$ cat config.mk
export PLATFORM = sky130hd
export DESIGN_NAME = regfile_dump_ctrl_flat
export DESIGN_NICKNAME = d
export VERILOG_FILES = /design/src/rtl/regdump_pkg.sv /design/src/rtl/regfile_dump_ctrl_if.sv /design/src/rtl/regfile_dump_ctrl.sv /design/src/flat_wrapper.sv
export SDC_FILE = /design/constraint.sdc
export NUM_CORES = 1
export LEC_CHECK = 0
export ABC_AREA = 1
export CAP_MARGIN = 5
export CORE_UTILIZATION = 38
export CTS_CLUSTER_DIAMETER = 100
export CTS_CLUSTER_SIZE = 12
export DETAILED_ROUTE_END_ITERATION = 10
export PLACE_DENSITY = 0.74
export SLEW_MARGIN = 20
export SYNTH_ARGS = -nofsm -noshare
export SYNTH_HDL_FRONTEND = slang
export SYNTH_SLANG_ARGS = --single-unit
$ cat constraint.sdc
create_clock -name clk -period 1.8 [get_ports clk]
set_input_delay 0.27 -clock clk [delete_from_list [all_inputs] [get_ports clk]]
set_output_delay 0.27 -clock clk [all_outputs]
set_load 0.005 [all_outputs]
$ cat src/rtl/regdump_pkg.sv
// Shared definitions for the register-file dump controller.
// Holds the FSM state encoding and the default entry count.
// REGDUMP_CHECKSUM_EN adds the CKSUM state used for the trailing XOR word.
package regdump_pkg;

    localparam int DEF_ADDR_WIDTH = 5;
    localparam int N_REGS         = 2**DEF_ADDR_WIDTH;

`ifdef REGDUMP_CHECKSUM_EN
    typedef enum logic [1:0] {
        ST_IDLE  = 2'd0,
        ST_FETCH = 2'd1,
        ST_SEND  = 2'd2,
        ST_CKSUM = 2'd3
    } state_t;
`else
    typedef enum logic [1:0] {
        ST_IDLE  = 2'd0,
        ST_FETCH = 2'd1,
        ST_SEND  = 2'd2
    } state_t;
`endif

endpackage

$ cat src/rtl/regfile_dump_ctrl_if.sv
// Dump output stream: one register word per valid/ready handshake.
// No latency of its own; pure signal bundle.
// Source holds m_valid/m_data/m_addr/m_last stable until m_ready is seen.
interface regfile_dump_ctrl_if #(
    parameter int DATA_WIDTH = 32,
    parameter int ADDR_WIDTH = 5
);
    import regdump_pkg::*;

    logic                  m_valid;
    logic                  m_ready;
    logic [DATA_WIDTH-1:0] m_data;
    logic [ADDR_WIDTH-1:0] m_addr;
    logic                  m_last;

    modport master (
        output m_valid,
        output m_data,
        output m_addr,
        output m_last,
        input  m_ready
    );

    modport slave (
        input  m_valid,
        input  m_data,
        input  m_addr,
        input  m_last,
        output m_ready
    );

endinterface

$ cat src/rtl/regfile_dump_ctrl.sv
// Walks the register-file debug port x0..x(N-1) and streams each word with address/last tags.
// Latency: 2 cycles per word unstalled; done pulses 2*N cycles after start is accepted.
// Backpressure: word held in SEND until m_ready; optional REGDUMP_CHECKSUM_EN appends an XOR word.
module regfile_dump_ctrl
    import regdump_pkg::*;
#(
    parameter int DATA_WIDTH = 32,
    parameter int ADDR_WIDTH = 5
) (
    input  logic                  clk,
    input  logic                  reset_n,
    input  logic                  start,
    output logic                  busy,
    output logic                  done,
    output logic [ADDR_WIDTH-1:0] dbg_addr,
    input  logic [DATA_WIDTH-1:0] dbg_data,
    regfile_dump_ctrl_if.master   m
);

    localparam logic [ADDR_WIDTH-1:0] LAST_ADDR = {ADDR_WIDTH{1'b1}};
    localparam logic [ADDR_WIDTH-1:0] ADDR_ONE  = {{(ADDR_WIDTH-1){1'b0}}, 1'b1};

    state_t                r_state;
    logic                  r_busy;
    logic                  r_done;
    logic [ADDR_WIDTH-1:0] r_dbg_addr;
    logic                  r_m_valid;
    logic [DATA_WIDTH-1:0] r_m_data;
    logic [ADDR_WIDTH-1:0] r_m_addr;
    logic                  r_m_last;
`ifdef REGDUMP_CHECKSUM_EN
    logic [DATA_WIDTH-1:0] r_acc;
`endif

    logic w_at_last;

    // The debug address counter only ever advances off a non-final handshake,
    // so it stops at LAST_ADDR and cannot wrap.
    assign w_at_last = (r_dbg_addr == LAST_ADDR);

    // Dump sequencer: address walk, word capture, stream hold and completion pulse.
    always_ff @(posedge clk) begin
        if (!reset_n) begin
            r_state    <= ST_IDLE;
            r_busy     <= 1'b0;
            r_done     <= 1'b0;
            r_dbg_addr <= '0;
            r_m_valid  <= 1'b0;
            r_m_data   <= '0;
            r_m_addr   <= '0;
            r_m_last   <= 1'b0;
`ifdef REGDUMP_CHECKSUM_EN
            r_acc      <= '0;
`endif
        end else begin
            r_done <= 1'b0;
            case (r_state)
                ST_IDLE: begin
                    if (start) begin
                        r_dbg_addr <= '0;
                        r_busy     <= 1'b1;
`ifdef REGDUMP_CHECKSUM_EN
                        r_acc      <= '0;
`endif
                        r_state    <= ST_FETCH;
                    end
                end

                // dbg_addr was registered last cycle, so dbg_data has settled.
                ST_FETCH: begin
                    r_m_data  <= dbg_data;
                    r_m_addr  <= r_dbg_addr;
                    r_m_valid <= 1'b1;
`ifdef REGDUMP_CHECKSUM_EN
                    r_m_last  <= 1'b0;
                    r_acc     <= r_acc ^ dbg_data;
`else
                    r_m_last  <= w_at_last;
`endif
                    r_state   <= ST_SEND;
                end

                ST_SEND: begin
                    if (m.m_ready) begin
`ifdef REGDUMP_CHECKSUM_EN
                        if (r_m_addr == LAST_ADDR) begin
                            // Accumulator already holds the last word; keep valid high
                            // and present the checksum directly, no debug read needed.
                            r_m_data <= r_acc;
                            r_m_addr <= '0;
                            r_m_last <= 1'b1;
                            r_state  <= ST_CKSUM;
                        end else begin
                            r_m_valid  <= 1'b0;
                            r_dbg_addr <= r_dbg_addr + ADDR_ONE;
                            r_state    <= ST_FETCH;
                        end
`else
                        if (r_m_last) begin
                            r_m_valid <= 1'b0;
                            r_m_last  <= 1'b0;
                            r_busy    <= 1'b0;
                            r_done    <= 1'b1;
                            r_state   <= ST_IDLE;
                        end else begin
                            r_m_valid  <= 1'b0;
                            r_dbg_addr <= r_dbg_addr + ADDR_ONE;
                            r_state    <= ST_FETCH;
                        end
`endif
                    end
                end

`ifdef REGDUMP_CHECKSUM_EN
                ST_CKSUM: begin
                    if (m.m_ready) begin
                        r_m_valid <= 1'b0;
                        r_m_last  <= 1'b0;
                        r_busy    <= 1'b0;
                        r_done    <= 1'b1;
                        r_state   <= ST_IDLE;
                    end
                end
`endif

                default: begin
                    r_state <= ST_IDLE;
                end
            endcase
        end
    end

    assign busy      = r_busy;
    assign done      = r_done;
    assign dbg_addr  = r_dbg_addr;
    assign m.m_valid = r_m_valid;
    assign m.m_data  = r_m_data;
    assign m.m_addr  = r_m_addr;
    assign m.m_last  = r_m_last;

endmodule
$ cat src/flat_wrapper.sv
// flat-port wrapper written by rule: the top's interface ports become plain ports
module regfile_dump_ctrl_flat import regdump_pkg::*;
#(
    parameter int DATA_WIDTH = 32,
    parameter int ADDR_WIDTH = 5
)
  (clk, reset_n, start, busy, done, dbg_addr, dbg_data, m_m_valid, m_m_data, m_m_addr, m_m_last, m_m_ready);
  regfile_dump_ctrl_if #(.DATA_WIDTH(DATA_WIDTH), .ADDR_WIDTH(ADDR_WIDTH)) m_i ();
  input  logic clk;
  input  logic reset_n;
  input  logic start;
  output logic busy;
  output logic done;
  output logic [ADDR_WIDTH-1:0] dbg_addr;
  input  logic [DATA_WIDTH-1:0] dbg_data;
  output wire logic [$bits(m_i.m_valid)-1:0] m_m_valid;
  output wire logic [$bits(m_i.m_data)-1:0] m_m_data;
  output wire logic [$bits(m_i.m_addr)-1:0] m_m_addr;
  output wire logic [$bits(m_i.m_last)-1:0] m_m_last;
  input wire logic [$bits(m_i.m_ready)-1:0] m_m_ready;
  assign m_m_valid = m_i.m_valid;
  assign m_m_data = m_i.m_data;
  assign m_m_addr = m_i.m_addr;
  assign m_m_last = m_i.m_last;
  assign m_i.m_ready = m_m_ready;
  regfile_dump_ctrl #(.DATA_WIDTH(DATA_WIDTH), .ADDR_WIDTH(ADDR_WIDTH)) u_core (.clk(clk), .reset_n(reset_n), .start(start), .busy(busy), .done(done), .dbg_addr(dbg_addr), .dbg_data(dbg_data), .m(m_i));
endmodule
==> results.cfg <==
[power]
p_per_area_mw_per_mm2 = 922
vdd_drop_max_mv = 0.506
total_leakage_power_nw = 1.07

[synthesis]
ys_types = 19
ys_ff_latch = 48
synthFlopType = dfxtp_1
synth-edff-count = 0
synth_nets = 275
synthesis.area_mm2 = 0.00181
yosys-top-cells-area = dfxtp_1 53%, nor2_1 17%, o21ai_0 9.4%, nand2_1 4.6%, a21oi_1 3.0%
yosysTopAreaCell = dfxtp_1
synth_warnings = 0
ys_seq_area_share_pct = 53.2
async_flop_share_pct = 0
yosys.area.top_type_share_pct = 53.2
syn_avg_cell_area_um2 = 7.62
syn_inst = 237

[place]
pre_cts_ws_ns = 0.329
dpl.hpwl_mm = 2.75
globalplace.congestion = 0.831
port_buffers = 81

[worst_setup_path]
worstSetupEndpoint = dbg_addr[2]
r2r-end = u_core.m.m_addr[3]
r2r_slack_ns = 0.42
required_ns = 1.53
cp.depth = 1
path_cells = clkdlybuf4s50_1
cp-start-kind = register
crit_buf_inv = 1
timing.rr.start = u_core.r_state[0]
critical-path-slowest-cell = clkdlybuf4s50_1
worst-r2r-cell-count = 4
path_delay_family = buffers and inverters
crit_path_end_kind = primary output
cp_max_fo = 7
worstPathArrival_ns = 1.29
path_class = register to primary output
crit_start = u_core.dbg_addr[2]
slowest_delay_ns = 0.56

[route]
vias = 1700
drt-vias-per-instance = 4.61
post_drt_wl_per_cell_um = 11.0
finalWirelength_mm = 4.06
ant_nets = 0
drc = 14
drtIter0Drc = 81
firstDrtPassIters = 7

[cts]
clk_path_buf_depth = 2
cts_tree = built
cts_root_buf = clkbuf_8
post-cts-setup-buffers = 0
insertion_delay_ns = 0.29
cts_buffers = 5
clk_pin_slew_ns = 0.08
ctsHoldBuffers = 0
cts.sinks = 48
cts_resized = 0
cts-htree-levels = 2

[run_status]
violations = DRC
outcome = finished with violations

[floorplan]
rows = 24
die_area_mm2 = 0.00503
initial_core_util_pct = 40.4
core-area_mm2 = 0.00447
pin_count = 82
die_height_um = 70.9
die_w_um = 70.9

[global_route]
gr-usage-met1_pct = 21.7
antenna_found_initial = 0
grt_pass1_vias = 1519
globalRouteOverflowTotal = 0
grtUsageMet2_pct = 26.8
grt_max_degree = 40
met3_usage_pct = 5.56
grt-busiest-layer = met2
grt_use_total_pct = 16.6
grt_pass1_wl_mm = 6.72

[final_layout]
final_common_cell = clkdlybuf4s50_1
syn_to_final_growth_pct = 50.6
layout_common_cells = 81 x clkdlybuf4s50_1, 80 x nor2_1, 48 x dfxtp_1, 34 x o21ai_0, 22 x nand2_1
final_core_util_pct = 60.8
fin_nets = 354
diodes = 0
drive_gt1_share_pct = 4.10

[timing]
drv_slew = 0
fmax_mhz = 643
tightest_slew_ns = 0.639
relSlewSlack_pct = 57.4
setup_violations = 0
min_period_ns = 1.56
clock_skew_ns = 0.00603
rsz0062_at_grt = false
hold_violations = 0
setup_tns_ns = 0
timing.final.crit_share_pct = 86.4
finalWorstSetupSlack_ns = 0.244

[hold_path]
hold_class = register to register

[run]
max_cap_violations = 0
## cells in the mapped netlist, types with 3 or more instances
cell	instances
inv_1	11
clkbuf_1	5
buf_6	3
dfxtp_1	48
nor2_1	80
nand3_1	5
nand2_1	22
o21ai_0	34
o21ai_1	4
a21oi_1	11
buf_2	3
## registers in the layout, indices dropped and copies added (netlist names)
name and count:
u_core.busy 1, u_core.m.m_last 1, u_core.done 1, u_core.m.m_addr 5
u_core.r_state 2, u_core.m.m_data 32, u_core.dbg_addr 5, u_core.m.m_valid 1
## stage by stage
stage               std cells  power, mW  hold slack (ns)  area, µm²
floorplan                 237       1.57            0.415       1810
global placement          361       1.89            0.453       2630
detailed placement        361       1.90            0.458       2630
CTS                       369       2.54            0.472       2720
global route              369       2.67            0.504       2720
finish                    369       2.51            0.468       2720
## report_power, final
group	switching [mW]	internal, mW
registers	0.0637	1.18
logic	0.270	0.353
clock network	0.325	0.314
total	0.659	1.85
## how the worst min path moves through the flow
stage	start	endpoint	depth (start not counted)
6_report	u_core.m.m_valid	u_core.m.m_valid	2
5_1_grt	u_core.m.m_valid	u_core.m.m_valid	2
4_1_cts	u_core.m.m_valid	u_core.m.m_valid	2
3_5_place_dp	u_core.m.m_valid	u_core.m.m_valid	2
3_3_place_gp	u_core.m.m_valid	u_core.m.m_valid	2
2_1_floorplan	dbg_data[29]	u_core.m.m_data[29]	2
## logic make-up (layout without fill, tap and decap cells)
kind of cell | after synthesis | count (layout) | synth area share (%)
flops | 48 | 48 | 53.2
compound gates | 49 | 49 | 13.6
fa+ha+maj | 2 | 2 | 1.39
buf+inv | 25 | 105 | 6.86
simple gates | 113 | 113 | 24.9
## routing by layer
| layer | vias to the layer above | part of all wire (%) |
|---|---|---|
| met5 | - | 0 |
| met4 | 0 | 0.54 |
| met3 | 4 | 7.3 |
| met2 | 52 | 45 |
| met1 | 737 | 47 |
| li1 | 907 | - |
## final cells by class
| cell class | instances | area, µm² |
|---|---|---|
| fill | 424 | 1760 |
| sequential | 48 | 961 |
| timing repair buffer | 84 | 833 |
| multi-input combinational | 164 | 721 |
| clock buffer | 8 | 90.1 |
| tap | 52 | 65.1 |
| inverter | 13 | 48.8 |
No activity file was read; power rests on OpenSTA's default activity.
